--- src/rtl/mux_bufe_oe_arbiter.sv ---
// Round-robin OE generator for BUFE bus slices: zero/one-hot OE with a dead gap between drivers.
// OE rises C_DEAD_CYCLES+1 CE-edges after a request is seen in IDLE; CE low freezes everything.
module mux_bufe_oe_arbiter #(
    parameter int C_NUM_SRC     = 4,
    parameter int C_DEAD_CYCLES = 1,
    parameter int C_MAX_HOLD    = 16,
    parameter int C_ID_WIDTH    = 2
) (
    input  logic                  CLK,
    input  logic                  ACLR,
    input  logic                  CE,
    input  logic [C_NUM_SRC-1:0]  REQ,
    output logic [C_NUM_SRC-1:0]  OE,
    output logic [C_ID_WIDTH-1:0] GNT_ID,
    output logic                  BUS_VALID,
    output logic                  BUSY
);

    localparam int IW = (C_NUM_SRC > 1) ? $clog2(C_NUM_SRC) : 1;
    localparam int HW = (C_MAX_HOLD > 1) ? $clog2(C_MAX_HOLD) : 1;
    localparam bit GAP_EN  = (C_DEAD_CYCLES > 0);
    localparam bit HOLD_EN = (C_MAX_HOLD > 0);
    localparam logic [3:0]    GAP_LAST  = 4'(GAP_EN ? C_DEAD_CYCLES - 1 : 0);
    localparam logic [HW-1:0] HOLD_LAST = HW'(HOLD_EN ? C_MAX_HOLD - 1 : 0);
    localparam logic [IW-1:0] SRC_LAST  = IW'(C_NUM_SRC - 1);

    typedef enum logic [1:0] {
        ST_IDLE  = 2'd0,
        ST_GAP   = 2'd1,
        ST_DRIVE = 2'd2
    } state_t;

    state_t               state_q, state_d;
    logic [IW-1:0]        ptr_q, ptr_d;
    logic [IW-1:0]        gnt_q, gnt_d;
    logic [3:0]           gap_q, gap_d;
    logic [HW-1:0]        hold_q, hold_d;
    logic [C_NUM_SRC-1:0] oe_q, oe_d;
    logic [IW-1:0]        sel;

    function automatic logic [C_NUM_SRC-1:0] onehot(input logic [IW-1:0] idx);
        logic [C_NUM_SRC-1:0] v;
        v      = '0;
        v[idx] = 1'b1;
        return v;
    endfunction

    // First set request at or after ptr, wrapping modulo C_NUM_SRC.
    always_comb begin
        logic found;
        int   idx;
        sel   = '0;
        found = 1'b0;
        for (int i = 0; i < C_NUM_SRC; i++) begin
            idx = int'(ptr_q) + i;
            if (idx >= C_NUM_SRC) idx = idx - C_NUM_SRC;
            if (!found && REQ[idx]) begin
                sel   = IW'(idx);
                found = 1'b1;
            end
        end
    end

    always_ff @(posedge CLK or posedge ACLR) begin
        if (ACLR) begin
            state_q <= ST_IDLE;
            ptr_q   <= '0;
            gnt_q   <= '0;
            gap_q   <= '0;
            hold_q  <= '0;
            oe_q    <= '0;
        end else if (CE) begin
            state_q <= state_d;
            ptr_q   <= ptr_d;
            gnt_q   <= gnt_d;
            gap_q   <= gap_d;
            hold_q  <= hold_d;
            oe_q    <= oe_d;
        end
    end

    always_comb begin
        state_d = state_q;
        ptr_d   = ptr_q;
        gnt_d   = gnt_q;
        gap_d   = gap_q;
        hold_d  = hold_q;
        oe_d    = oe_q;
        case (state_q)
            ST_IDLE: begin
                if (|REQ) begin
                    gnt_d  = sel;
                    gap_d  = '0;
                    hold_d = '0;
                    if (GAP_EN) begin
                        state_d = ST_GAP;
                    end else begin
                        state_d = ST_DRIVE;
                        oe_d    = onehot(sel);
                    end
                end
            end
            ST_GAP: begin
                // A grantee that withdraws before driving forfeits nothing: ptr stays put.
                if (!REQ[gnt_q]) begin
                    state_d = ST_IDLE;
                end else if (gap_q == GAP_LAST) begin
                    state_d = ST_DRIVE;
                    oe_d    = onehot(gnt_q);
                end else begin
                    gap_d = gap_q + 4'd1;
                end
            end
            ST_DRIVE: begin
                if (!REQ[gnt_q] || (HOLD_EN && hold_q == HOLD_LAST)) begin
                    state_d = ST_IDLE;
                    oe_d    = '0;
                    hold_d  = '0;
                    ptr_d   = (gnt_q == SRC_LAST) ? '0 : gnt_q + 1'b1;
                end else if (HOLD_EN) begin
                    hold_d = hold_q + 1'b1;
                end
            end
            default: begin
                state_d = ST_IDLE;
                oe_d    = '0;
            end
        endcase
    end

    always_comb begin
        OE             = oe_q;
        BUS_VALID      = |oe_q;
        BUSY           = (state_q != ST_IDLE);
        GNT_ID         = '0;
        GNT_ID[IW-1:0] = gnt_q;
    end

endmodule

--- config.mk ---
export PLATFORM = sky130hd
export DESIGN_NAME = mux_bufe_oe_arbiter
export DESIGN_NICKNAME = d
export VERILOG_FILES = /design/src/rtl/mux_bufe_oe_arbiter.sv
export SDC_FILE = /design/constraint.sdc
export NUM_CORES = 1
export LEC_CHECK = 0
export ABC_AREA = 1
export CAP_MARGIN = 20
export CORE_MARGIN = 2
export CORE_UTILIZATION = 30
export CTS_CLUSTER_DIAMETER = 40
export DETAILED_ROUTE_END_ITERATION = 12
export GPL_TIMING_DRIVEN = 0
export PLACE_DENSITY = 0.59
export SETUP_SLACK_MARGIN = 0.15
export SYNTH_ARGS = -nofsm -noshare
export SYNTH_HDL_FRONTEND = slang
export SYNTH_SLANG_ARGS = --single-unit
--- constraint.sdc ---
create_clock -name CLK -period 2.3 [get_ports CLK]
set_input_delay 0.46 -clock CLK [delete_from_list [all_inputs] [get_ports CLK]]
set_output_delay 0.46 -clock CLK [all_outputs]
set_load 0.005 [all_outputs]
==> results of run 1 <==
metal layers:
metal / vias to the layer above / part of all wire, % / GRT usage (%)
met5: - / 0 / 0
met4: 0 / 2.0 / 5.77
met3: 4 / 1.7 / 1.30
met2: 11 / 48 / 19.9
met1: 534 / 48 / 15.1
li1: 633 / - / -
registers in the layout, indices dropped and copies added, names as in the netlist:
register and flops:
ptr_q 2, hold_q 4, GNT_ID 2, gap_q 4, OE 4, state_q 2
path summary, 6_finish.rpt:
path | endpoint | slack, ps | cells after the start
max | BUS_VALID | 220 | 2
max in group asynchronous | hold_q[2] | 1230 | 2
max reg2reg | gap_q[2] | 850 | 10
min reg2reg | OE[1] | 520 | 2
min | OE[1] | 520 | 2
min in group asynchronous | gap_q[3] | 620 | 2
area by class of cell:
type	instances	share of cell area [%]
plain buffers	1	0.709
clock buffers	4	3.47
inverters	29	6.86
multi-input cells	142	47.7
flip-flops and latches	18	28.4
well taps	52	4.10
repair buffers	14	8.83
through the flow:
stage	std cells	setup WS [ps]	total power, mW	cell area [um2]	utilization, %
finish	260	219	1.86	1590	37.0
global route	260	156	2.05	1590	37.0
CTS	260	208	1.88	1590	37.0
detailed placement	256	314	1.61	1530	35.7
global placement	256	319	1.61	1530	35.7
floorplan	190	931	1.27	1330	-
logic make-up (layout without fill, tap and decap cells):
family / after synthesis / count (layout)
AOI/OAI and AO/OA: 16 / 16
xor gates and xnor gates: 3 / 3
adders and majority gates: 7 / 7
buffers and inverters: 30 / 48
DFF: 18 / 18
and+or+nand+nor: 116 / 116
cells in the final DEF (no fill, tap or decap):
master / n
sky130_fd_sc_hd__nor2_1: 14
sky130_fd_sc_hd__inv_1: 19
sky130_fd_sc_hd__a21oi_1: 4
sky130_fd_sc_hd__nand2_1: 65
sky130_fd_sc_hd__o21ai_4: 1
sky130_fd_sc_hd__inv_2: 9
sky130_fd_sc_hd__nor2_4: 2
sky130_fd_sc_hd__clkinv_1: 1
sky130_fd_sc_hd__nand2_2: 9
sky130_fd_sc_hd__o21a_1: 1
sky130_fd_sc_hd__buf_6: 1
sky130_fd_sc_hd__clkdlybuf4s50_1: 14
sky130_fd_sc_hd__ha_1: 7
sky130_fd_sc_hd__nand4_2: 1
sky130_fd_sc_hd__or4_1: 1
sky130_fd_sc_hd__o21ai_1: 7
sky130_fd_sc_hd__nand3_2: 5
sky130_fd_sc_hd__nor2_2: 3
sky130_fd_sc_hd__xor2_1: 3
sky130_fd_sc_hd__clkbuf_8: 4
sky130_fd_sc_hd__a31oi_1: 2
sky130_fd_sc_hd__o31ai_1: 1
sky130_fd_sc_hd__nand3_1: 16
sky130_fd_sc_hd__dfrtp_1: 18
power by group through the flow:
stage / clock [mW] / sequential, mW / combinational, mW
global placement: 0 / 0.557 / 1.05
global route: 0.282 / 0.571 / 1.19
detailed placement: 0 / 0.557 / 1.06
floorplan: 0 / 0.529 / 0.743
CTS: 0.270 / 0.553 / 1.06
finish: 0.261 / 0.552 / 1.04
worst max-delay path: stages (launching register included):
cell and delay [ps]:
sky130_fd_sc_hd__dfrtp_1 400, sky130_fd_sc_hd__or4_1 510, sky130_fd_sc_hd__clkdlybuf4s50_1 450
==> impl_metrics.sql, run 1 <==
INSERT INTO impl_metrics (metric_group, metric, value, unit) VALUES
('run_status', 'run_status', 'completed', ''),
('final_layout', 'antenna_cells_inserted', '0', ''),
('sta', 'setup_total_negative_slack', '0', 'ps'),
('grt', 'initial_antenna_violation_count', '0', ''),
('synthesis', 'syn-cell-area', '0.00133', 'mm2'),
('synthesis', 'synthFlopType', 'sky130_fd_sc_hd__dfrtp_1', ''),
('place', 'numPortBuffers', '14', ''),
('grt', 'vias_in_the_first_global_route', '1109', ''),
('power_and_ir_drop', 'pwr_density_cell', '1170', 'mW/mm2'),
('grt', 'globalRouteTotalUtil', '11.8', '%'),
('routing', 'initialDrtViolationCount', '53', ''),
('setup_path', 'crit_arrival', '1620', 'ps'),
('floorplanning', 'die_width', '70.5', 'um'),
('synthesis', 'synth.yosys.seq_area_share', '33.9', '%'),
('synthesis', 'muxShareOfSynthArea', '0', '%'),
('routing', 'routed_wl', '2700', 'um'),
('power_and_ir_drop', 'power.ir.vdd_worst', '0.000342', 'V'),
('floorplanning', 'floorplan.die.height', '70.5', 'um'),
('floorplanning', 'floorplan.rows', '24', ''),
('synthesis', 'synthCells', '190', ''),
('setup_path', 'r2r-start', 'GNT_ID[0]', ''),
('floorplanning', 'floorplan.die_area', '0.00497', 'mm2'),
('setup_path', 'cp-start-kind', 'flip-flop', ''),
('synthesis', 'synth-edff-count', '0', ''),
('synthesis', 'synthSimpleGateAreaFrac', '41.0', '%'),
('synthesis', 'synth_async_sr_flop_share', '100', '%'),
('synthesis', 'compound_gate_fraction_of_synth_area', '7.45', '%'),
('routing', 'via_per_inst', '4.55', ''),
('grt', 'grt_max_degree', '19', ''),
('setup_path', 'critical_path_peak_fanout', '3', ''),
('sta', 'min_period_over_period', '90.5', '%'),
('clock_network', 'clock_sink_count', '18', ''),
('power_and_ir_drop', 'cell_internal_pwr', '1.01', 'mW'),
('synthesis', 'main_combinational_cell_family_by_area_after_synthesis', 'simple AND/OR/NAND/NOR gates', ''),
('final_layout', 'syn2layout_area_growth', '19.6', '%'),
('synthesis', 'yosysWarningCount', '0', ''),
('synthesis', 'largest_cells_by_area_after_synthesis', 'sky130_fd_sc_hd__dfrtp_1, sky130_fd_sc_hd__nand2_1, sky130_fd_sc_hd__ha_1, sky130_fd_sc_hd__nand3_1, sky130_fd_sc_hd__inv_1', ''),
('hold_path', 'worst_hold_startpoint', 'OE[1]', ''),
('synthesis', 'synth.net_count', '204', ''),
('setup_path', 'worstSetupEndpointType', 'primary output', ''),
('floorplanning', 'io-pin-count', '15', ''),
('hold_path', 'class_of_the_tightest_hold_or_removal_check', 'flip-flop to flip-flop', ''),
('sta', 'worst_slew_margin_rel', '52.6', '%'),
('synthesis', 'synth_top_area_cell', 'sky130_fd_sc_hd__dfrtp_1', ''),
('sta', 'timing_hold_violations_final', '0', ''),
('clock_network', 'clkLatencyLatePin', '260', 'ps'),
('sta', 'setup_viol', '0', ''),
('routing', 'routed-via-count', '1182', ''),
('synthesis', 'synth_cell_type_count', '22', ''),
('routing', 'drt_first_pass_iters', '5', ''),
('power_and_ir_drop', 'power.share.sequential', '29.7', '%'),
('clock_network', 'root_buffer', 'sky130_fd_sc_hd__clkbuf_8', ''),
('place', 'dp_hpwl', '2130', 'um'),
('final_layout', 'multiInputGateArea', '757', 'um2'),
('synthesis', 'netlist_top_cells_count', 'sky130_fd_sc_hd__nand2_1, sky130_fd_sc_hd__inv_1, sky130_fd_sc_hd__dfrtp_1', ''),
('clock_network', 'cts.repair.resized', '0', ''),
('setup_path', 'setup.worst_path.class', 'flip-flop to primary output', ''),
('sta', 'drv_slew', '0', ''),
('clock_network', 'max_buffers_root_to_sink', '2', ''),
('power_and_ir_drop', 'switching_share_of_power', '45.4', '%'),
('routing', 'routed_wire_length_per_instance', '10.4', 'um'),
('floorplanning', 'initial_core_util', '30.9', '%'),
('place', 'place.gp.congestion', '0.781', ''),
('clock_network', 'tritoncts', 'yes', ''),
('setup_path', 'critical_path.startpoint', 'OE[3]', ''),
('sta', 'timing.clock.skew', '6.77', 'ps'),
('grt', 'overflow', '0', ''),
('grt', 'first_pass_grt_wire_length', '4760', 'um'),
('routing', 'postRouteAntennaNets', '0', ''),
('final_layout', 'fillerInstances', '456', ''),
('power_and_ir_drop', 'clock_power_share', '14.0', '%');
Note: power is estimated with default switching activity, not from simulation.
==> run 2: changes to the inputs <==
--- a/config.mk
+++ b/config.mk
@@ -11,6 +11,7 @@
 export CORE_UTILIZATION = 30
 export CTS_CLUSTER_DIAMETER = 40
 export DETAILED_ROUTE_END_ITERATION = 12
+export GPL_ROUTABILITY_DRIVEN = 0
 export GPL_TIMING_DRIVEN = 0
 export PLACE_DENSITY = 0.59
 export SETUP_SLACK_MARGIN = 0.15
==> results of run 2 <==
No change in the layout: final DEF, timing and power equal those of run 1.
